## src/rtl/rect_fill.sv

```systemverilog
// rect_fill: rectangle fill engine. One command (x, y, w, h, color) is accepted
// per valid/ready handshake. The rectangle is walked in raster order (x inner,
// y outer) and one framebuffer write is emitted per clock.
//
// Optional feature: define RECT_FILL_CLIP_EN to suppress writes to pixels
// outside the FB_W x FB_H frame. Suppressed pixels keep their cycle slot.
// Without the macro, out-of-range pixels are written at the truncated address.
//
// Ports:
//   clk, rst            clock; asynchronous active-high reset
//   cmd_valid/cmd_ready command handshake
//   cmd_x/cmd_y         top-left corner of the rectangle
//   cmd_w/cmd_h         rectangle size in pixels (0 allowed)
//   cmd_color           fill value
//   wr_ena/addr/data    framebuffer write port (addr = y*FB_W + x)
//   busy                high from the accept edge until the done edge
//   done                one-cycle pulse when a command completes
module rect_fill #(
  parameter int unsigned FB_W = 64,
  parameter int unsigned FB_H = 32,
  parameter int unsigned W    = 8,
  parameter int unsigned CW   = 8,
  localparam int unsigned L   = FB_W * FB_H,
  localparam int unsigned AW  = $clog2(L)
) (
  input  logic          clk,
  input  logic          rst,
  input  logic          cmd_valid,
  output logic          cmd_ready,
  input  logic [CW-1:0] cmd_x,
  input  logic [CW-1:0] cmd_y,
  input  logic [CW-1:0] cmd_w,
  input  logic [CW-1:0] cmd_h,
  input  logic [W-1:0]  cmd_color,
  output logic          wr_ena,
  output logic [AW-1:0] wr_addr,
  output logic [W-1:0]  wr_data,
  output logic          busy,
  output logic          done
);

  // Coordinate sums carry one extra bit so x+cx never wraps.
  localparam int unsigned SW = CW + 1;
  // Full-width product width before truncation to AW.
  localparam int unsigned PW = SW + $clog2(FB_W + 1) + 1;

  typedef enum logic {S_IDLE, S_FILL} state_t;

  state_t        state_q, state_d;
  logic [CW-1:0] x_q, x_d, y_q, y_d, w_q, w_d, h_q, h_d;
  logic [W-1:0]  color_q, color_d;
  logic [CW-1:0] cx_q, cx_d, cy_q, cy_d;
  logic          fin_q, fin_d;
  logic          ready_q, ready_d;
  logic          wr_ena_q, wr_ena_d;
  logic [AW-1:0] wr_addr_q, wr_addr_d;
  logic [W-1:0]  wr_data_q, wr_data_d;
  logic          busy_q, busy_d;
  logic          done_q, done_d;

  logic [SW-1:0] xs_c, ys_c;
  logic [PW-1:0] addr_full_c;
  logic          pix_en_c;

  // Absolute pixel position and its linear address.
  assign xs_c        = SW'(x_q) + SW'(cx_q);
  assign ys_c        = SW'(y_q) + SW'(cy_q);
  assign addr_full_c = PW'(ys_c) * PW'(FB_W) + PW'(xs_c);

`ifdef RECT_FILL_CLIP_EN
  assign pix_en_c = (xs_c < SW'(FB_W)) && (ys_c < SW'(FB_H));
`else
  assign pix_en_c = 1'b1;
`endif

  // State register and registered outputs.
  always_ff @(posedge clk or posedge rst) begin
    if (rst) begin
      state_q   <= S_IDLE;
      x_q       <= '0;
      y_q       <= '0;
      w_q       <= '0;
      h_q       <= '0;
      color_q   <= '0;
      cx_q      <= '0;
      cy_q      <= '0;
      fin_q     <= 1'b0;
      ready_q   <= 1'b0;
      wr_ena_q  <= 1'b0;
      wr_addr_q <= '0;
      wr_data_q <= '0;
      busy_q    <= 1'b0;
      done_q    <= 1'b0;
    end else begin
      state_q   <= state_d;
      x_q       <= x_d;
      y_q       <= y_d;
      w_q       <= w_d;
      h_q       <= h_d;
      color_q   <= color_d;
      cx_q      <= cx_d;
      cy_q      <= cy_d;
      fin_q     <= fin_d;
      ready_q   <= ready_d;
      wr_ena_q  <= wr_ena_d;
      wr_addr_q <= wr_addr_d;
      wr_data_q <= wr_data_d;
      busy_q    <= busy_d;
      done_q    <= done_d;
    end
  end

  // Next-state and output logic. fin_q marks that every pixel slot is spent.
  always_comb begin
    state_d   = state_q;
    x_d       = x_q;
    y_d       = y_q;
    w_d       = w_q;
    h_d       = h_q;
    color_d   = color_q;
    cx_d      = cx_q;
    cy_d      = cy_q;
    fin_d     = fin_q;
    ready_d   = ready_q;
    wr_ena_d  = 1'b0;
    wr_addr_d = wr_addr_q;
    wr_data_d = wr_data_q;
    busy_d    = busy_q;
    done_d    = 1'b0;

    case (state_q)
      S_IDLE: begin
        ready_d = 1'b1;
        if (cmd_valid && ready_q) begin
          x_d     = cmd_x;
          y_d     = cmd_y;
          w_d     = cmd_w;
          h_d     = cmd_h;
          color_d = cmd_color;
          cx_d    = '0;
          cy_d    = '0;
          fin_d   = (cmd_w == '0) || (cmd_h == '0);
          ready_d = 1'b0;
          busy_d  = 1'b1;
          state_d = S_FILL;
        end
      end
      S_FILL: begin
        if (fin_q) begin
          done_d  = 1'b1;
          busy_d  = 1'b0;
          ready_d = 1'b1;
          state_d = S_IDLE;
        end else begin
          wr_ena_d  = pix_en_c;
          wr_addr_d = AW'(addr_full_c);
          wr_data_d = color_q;
          if (cx_q == CW'(w_q - CW'(1))) begin
            cx_d = '0;
            if (cy_q == CW'(h_q - CW'(1))) begin
              fin_d = 1'b1;
            end else begin
              cy_d = CW'(cy_q + CW'(1));
            end
          end else begin
            cx_d = CW'(cx_q + CW'(1));
          end
        end
      end
      default: state_d = S_IDLE;
    endcase
  end

  assign cmd_ready = ready_q;
  assign wr_ena    = wr_ena_q;
  assign wr_addr   = wr_addr_q;
  assign wr_data   = wr_data_q;
  assign busy      = busy_q;
  assign done      = done_q;

endmodule

```

## config.mk

```make
export PLATFORM = sky130hd
export DESIGN_NAME = rect_fill
export DESIGN_NICKNAME = d
export VERILOG_FILES = /design/src/rtl/rect_fill.sv
export SDC_FILE = /design/constraint.sdc
export NUM_CORES = 1
export LEC_CHECK = 0
export ABC_AREA = 1
export CAP_MARGIN = 30
export CORE_MARGIN = 3
export CORE_UTILIZATION = 48
export CTS_CLUSTER_DIAMETER = 50
export DETAILED_ROUTE_END_ITERATION = 16
export GPL_ROUTABILITY_DRIVEN = 0
export PLACE_DENSITY = 0.82
export SLEW_MARGIN = 15
export SYNTH_ARGS = -nofsm -noshare
export SYNTH_HDL_FRONTEND = slang
export SYNTH_SLANG_ARGS = --single-unit
```

## constraint.sdc

```tcl
create_clock -name clk -period 3.9 [get_ports clk]
set_input_delay 1.17 -clock clk [delete_from_list [all_inputs] [get_ports clk]]
set_output_delay 1.17 -clock clk [all_outputs]
set_load 0.05 [all_outputs]
```

==> flow_summary.json, run 1 <==
{
  "status": "finished clean",
  "drtIter0Drc": 190,
  "clockBufferDepth": 2,
  "cts-buffers-inserted": 9,
  "path_cells": "ha_1 -> inv_1 -> fa_1 -> inv_1 -> fa_1 -> ha_1 -> inv_1 -> o31ai_1 -> a21oi_1 -> or2_2 -> nand3_1 -> nand2_1",
  "rsz0062_at_grt": "false",
  "synth_nets": 625,
  "hold_viol_final": 0,
  "total_power_mw": 1.51,
  "clkTransAtPathRegs_ns": 0.09,
  "die_area_um2": 10400,
  "skew_ns": 0.0124,
  "stdcell_count": 728,
  "synth.distinct_cells": 34,
  "p_per_area_nw_per_um2": 281,
  "io_buffers": 62,
  "end_kind": "flop",
  "layout_min_cycle_time_ns": 3.05,
  "cts_setup_buffers": 0,
  "grt_pass1_vias": 3759,
  "max_stage_delay_ns": 0.49,
  "ys_seq_area_share_pct": 44.0,
  "synth_top_flop_cell": "dfrtp_1",
  "hold_class": "flop to flop",
  "synth_area_um2": 4430,
  "grt_usage_pct": 20.1,
  "core_um2": 8850,
  "wirelength_um": 9810,
  "tns_ns": 0,
  "drtPass1Iterations": 5,
  "rows": 34,
  "yosys_warnings": 0,
  "start_kind": "flop",
  "grt_overflow_total": 0,
  "antenna_cells": 0,
  "dp.cells": 712,
  "grt_max_degree": 56,
  "yosysMostFrequentCell": "nand2_1",
  "arrival_ns": 3.29,
  "pre_cts_ws_ns": 0.611,
  "cp_common_cell": "inv_1",
  "critical_path_class": "flop to flop",
  "drv_cap": 0,
  "ctsResizeCount": 0,
  "crit_required_ns": 4.14,
  "grt_pass1_wl_um": 16800,
  "fin_crit_sh_pct": 78.2,
  "drive_gt1_share_pct": 7.10,
  "critPathSlowestCell": "fa_1",
  "fmax_ghz": 0.328,
  "yosys_register_bits": 78,
  "vdd_drop_max_mv": 0.150,
  "yosys.area.top_type": "dfrtp_1",
  "dieHeight_um": 102,
  "cp_max_fo": 6,
  "antenna_found_initial": 0,
  "root_buffer": "clkbuf_8",
  "slew_violations": 0,
  "clkLatencyLatePin_ns": 0.35,
  "detail-route-antenna-nets": 0,
  "worst_slack_ns": 0.850,
  "ys_top_cells_by_count": "197 x nand2_1, 78 x dfrtp_1, 46 x inv_1",
  "synth.area.top_cells": "dfrtp_1 44%, nand2_1 17%, ha_1 6.2%, inv_1 3.9%, o21ai_0 3.8%",
  "cts_tree": "yes",
  "ys_async_sr_fraction_pct": 100,
  "ctsHoldBuffers": 0,
  "postSynthAreaPerCell_um2": 7.98,
  "fp.dieW_um": 102,
  "leakagePower_nw": 2.69,
  "worst_pin_slew_ns": 0.815,
  "synth-edff-count": 0,
  "drcViolationCount": 0,
  "start_util_pct": 50.1,
  "syn2layout_area_growth_pct": 20.9,
  "dp_hpwl_um": 7280,
  "num-nets-final": 684,
  "pin_count": 66,
  "cts_sinks": 78,
  "relSlewSlack_pct": 45.6,
  "synthCells": 556,
  "vias": 3798,
  "finalHoldWorstSlack_ns": 0.481,
  "synth_top_area_share_pct": 44.0,
  "finalSetupViolCount": 0,
  "viasPerCell": 5.22,
  "h-tree-depth": 3,
  "wl_per_cell_um": 13.5
}
-- logic make-up (layout without fill, tap and decap cells) --
| logic type | after synthesis | after routing | synth area share, % |
|---|---|---|---|
| DFF | 78 | 78 | 44.0 |
| adders and majority gates | 26 | 26 | 8.01 |
| AOI/OAI and AO/OA | 52 | 52 | 6.43 |
| and+or+nand+nor | 300 | 300 | 29.3 |
| xor gates and xnor gates | 32 | 32 | 6.32 |
| buffers and inverters | 68 | 132 | 5.87 |
-- path summary, 6_finish.rpt --
check / startpoint / slack [ns] / to / cells after the start
worst max-delay path: cy_q[0] / 0.85 / wr_addr[9] / 12
worst min-delay path: wr_addr[2] / 0.48 / wr_addr[2] / 2
worst max register to register: cy_q[0] / 0.85 / wr_addr[9] / 12
worst min register to register: wr_addr[2] / 0.48 / wr_addr[2] / 2
max in group asynchronous: rst / 1.94 / cx_q[6] / 3
min in group asynchronous: rst / 1.28 / wr_addr[4] / 2
-- power breakdown --
group	total [mW]	internal [mW]	switching (mW)	leakage (nW)
clock network	0.637	0.304	0.332	0.0944
registers	0.808	0.808	0	0.915
logic	0.0607	0.0367	0.0241	1.68
-- flip-flops by register name (all words and copies together) (netlist names), 5 cells and up --
register  flops
cy_q          8
cx_q          8
wr_data       8
color_q       8
h_q           8
w_q           8
wr_addr      11
y_q           5
x_q           8
-- through the flow --
stage	instance area, µm²	utilization (%)
after detailed placement	5160	58.3
after floorplan	4430	-
final	5360	60.6
after global routing	5360	60.6
after global placement	5160	58.3
after CTS	5360	60.6
-- critical path: cells and delay by family (launching register included) --
kind	cells	cell delay [ns]
adders and majority gates	4	1.51
DFF	1	0.48
and+or+nand+nor	3	0.41
AOI/OAI and AO/OA	2	0.35
buffers and inverters	3	0.20
-- layout make-up --
class,instances,area (µm²)
well taps,108,135
inverters,51,191
flip-flops and latches,78,1950
clock buffers,9,124
clock inverters,7,81.3
repair buffers,65,656
fillers,756,3490
multi-input cells,410,2220
-- placed cells by master, fill, tap and decap left out, drive strengths merged, types with 4 or more instances in the layout --
cell type / instances
inv: 54
clkbuf: 9
dfrtp: 78
nand4: 11
nor2: 43
xor2: 17
clkdlybuf4s50: 62
nand3: 37
o21ai: 35
ha: 22
a21oi: 12
fa: 4
xnor2: 15
nand2: 199
nor4: 4
-- layer usage --
metal	track usage (%)	vias to the layer above	wire length (µm)
li1	-	1891	-
met1	25.5	1779	4360
met2	34.2	108	4720
met3	3.41	20	506
met4	7.67	0	222
met5	0	-	0
Power figures use the tool's default switching activity.
==> run 2: changes to the inputs <==
--- a/config.mk
+++ b/config.mk
@@ -12,7 +12,7 @@
 export CTS_CLUSTER_DIAMETER = 50
 export DETAILED_ROUTE_END_ITERATION = 16
 export GPL_ROUTABILITY_DRIVEN = 0
-export PLACE_DENSITY = 0.82
+export PLACE_DENSITY = 0.85
 export SLEW_MARGIN = 15
 export SYNTH_ARGS = -nofsm -noshare
 export SYNTH_HDL_FRONTEND = slang
==> constraint.sdc (replaced) <==
create_clock -name clk -period 2.5 [get_ports clk]
set_input_delay 0.75 -clock clk [delete_from_list [all_inputs] [get_ports clk]]
set_output_delay 0.75 -clock clk [all_outputs]
set_load 0.05 [all_outputs]
==> run 2 against run 1 <==
  * The flow now finishes with violations (setup timing)
  * Critical path type unchanged
  * Critical path depth grew 3
  * Total power grew 63%
  * Final cell count grew 2.5%
  * Critical endpoint is now wr_addr[10]
  * Non-clock buffer count grew 18
  * Sequential share of layout area shrank 1.7 points
  * Highest routed layer unchanged
  * Fmax grew 7.8%
  * Clock power grew 71%
==> flow_summary.json, run 2 (same netlist as run 1, synthesis figures left out) <==
{
  "placedInstanceArea_um2": 5300,
  "n_fill_cell": 714,
  "critical_path_class": "flop to flop",
  "syn2layout_area_growth_pct": 26.8,
  "cp_max_fo": 4,
  "switching_power_uw": 534,
  "clockBufferDepth": 2,
  "fin_crit_sh_pct": 113,
  "start_util_pct": 50.1,
  "start_kind": "flop",
  "grt_overflow_total": 0,
  "clkLatencyLatePin_ns": 0.35,
  "path_cells": "ha_2 -> inv_2 -> fa_1 -> inv_2 -> fa_1 -> ha_4 -> a21oi_2 -> o21a_1 -> nand2_1 -> nand2_2 -> nand2_2 -> nand2_1 -> nand2_1 -> nand3_1 -> nand2_1",
  "grt_usage_pct": 20.8,
  "finalSetupViolCount": 3,
  "hold_viol_final": 0,
  "worst_slack_ns": -0.329,
  "layout_common_cells": "194 x nand2_1, 78 x dfrtp_1, 62 x clkdlybuf4s50_1",
  "power.share.clock_pct": 44.6,
  "grt_pass1_wl_um": 17400,
  "grt_max_degree": 34,
  "intPower_mw": 1.92,
  "final_area_um2": 5620,
  "rsz0062_at_grt": "true",
  "pre_cts_ws_ns": -0.249,
  "largest_reg_flops": 11,
  "drv_cap": 0,
  "max_stage_delay_ns": 0.60,
  "hold_class": "flop to flop",
  "clkTransAtPathRegs_ns": 0.09,
  "dp_hpwl_um": 7460,
  "vias": 3932,
  "critPathLaunch": "y_q[0]",
  "hold_path_depth": 2,
  "drcViolationCount": 0,
  "pin_count": 66,
  "antenna_cells": 0,
  "die_area_um2": 10400,
  "fp.dieW_um": 102,
  "antenna_found_initial": 0,
  "arrival_ns": 3.07,
  "grt_pass1_vias": 3839,
  "root_buffer": "clkbuf_8",
  "drtIter0Drc": 211,
  "cts-buffers-inserted": 9,
  "status": "finished with violations",
  "hp-start": "wr_addr[2]",
  "worst_pin_slew_ns": 0.533,
  "crit_required_ns": 2.74,
  "skew_ns": 0.0116,
  "fmax_ghz": 0.354,
  "slew_violations": 0,
  "h-tree-depth": 3,
  "cts_sinks": 78,
  "pwr-share-comb_pct": 4.0,
  "num-nets-final": 702,
  "rows": 34,
  "violations": "setup timing",
  "wl_per_cell_um": 13.9,
  "cp_common_cell": "nand2_1",
  "layout_min_cycle_time_ns": 2.83,
  "leakagePower_nw": 2.81,
  "vdd_drop_max_mv": 0.285,
  "final_common_cell": "nand2_1",
  "core_um2": 8850,
  "r2r_setup_slack_ns": -0.33,
  "p_sw_share_pct": 21.8,
  "p_per_area_nw_per_um2": 436,
  "relSlewSlack_pct": 64.4,
  "io_buffers": 62,
  "wirelength_um": 10400,
  "end_kind": "flop",
  "cts_tree": "yes",
  "rr_worst_depth": 15,
  "critPathSlowestCell": "fa_1",
  "r2r_end": "wr_addr[10]",
  "finalHoldWorstSlack_ns": 0.480,
  "viasPerCell": 5.27,
  "detail-route-antenna-nets": 0,
  "drtPass1Iterations": 4,
  "dieHeight_um": 102,
  "rr_startpoint": "y_q[0]",
  "holdPathEnd": "wr_addr[2]",
  "drive_gt1_share_pct": 12.2,
  "p_seq_share_pct": 51.4
}
run 2: layout make-up:
type                            count  area, µm²  share of cell area [%]
Inverter                           51        195                    3.47
Timing Repair Buffer               83        816                    14.5
Multi-Input combinational cell    410       2300                    40.8
Tap cell                          108        135                    2.40
Clock buffer                       10        138                    2.45
Sequential cell                    78       1950                    34.7
Clock inverter                      6       91.3                    1.62
run 2: through the flow:
stage | setup TNS [ns] | utilization (%) | instances | power [mW]
final | -0.866 | 63.6 | 746 | 2.45
after global routing | -1.28 | 63.6 | 746 | 2.52
after CTS | -0.637 | 63.0 | 744 | 2.47
after detailed placement | -0.641 | 59.9 | 724 | 1.39
after global placement | -0.365 | 59.9 | 724 | 1.38
after floorplan | -0.391 | - | 556 | 1.31
run 2: worst max-delay path by stage:
stage,to,slack [ns],cells past startpoint
floorplan,wr_addr[9],-0.19,12
global placement,wr_addr[10],-0.14,14
finish,wr_addr[10],-0.33,15
detailed placement,wr_addr[10],-0.25,15
CTS,wr_addr[10],-0.24,15
global route,wr_addr[10],-0.46,15
run 2: metal layers:
layer / global-route usage, % / routed length [µm] / up-vias
li1: - / - / 1926
met1: 26.6 / 4410 / 1883
met2: 35.3 / 5210 / 100
met3: 3.28 / 540 / 23
met4: 8.27 / 203 / 0
met5: 0 / 0 / -
run 2: power groups by stage:
stage	Combinational, mW	Sequential (mW)	Clock (mW)
after floorplan	0.0200	1.29	0
after global placement	0.0993	1.29	0
after detailed placement	0.101	1.29	0
after CTS	0.102	1.26	1.10
after global routing	0.109	1.26	1.15
final	0.0990	1.26	1.09
run 2: what timing repair did:
| action | 4_1_cts | 5_1_grt |
|---|---|---|
| setup endpoints to repair | 3 | 4 |
| hold endpoints to repair | 0 | 0 |
| setup buffers | 4 | 2 |
| resized for setup | 6 | 9 |
| pin swaps | 8 | 4 |
| hold buffers | 0 | 0 |
run 2: critical path: cells and delay by family (launching register included):
kind / cells / cell delay (ns)
AO/OA/AOI/OAI: 2 / 0.31
buffers and inverters: 2 / 0.09
AND/OR/NAND/NOR: 7 / 0.42
flip-flops: 1 / 0.37
adder cells (fa/ha/maj): 4 / 1.53
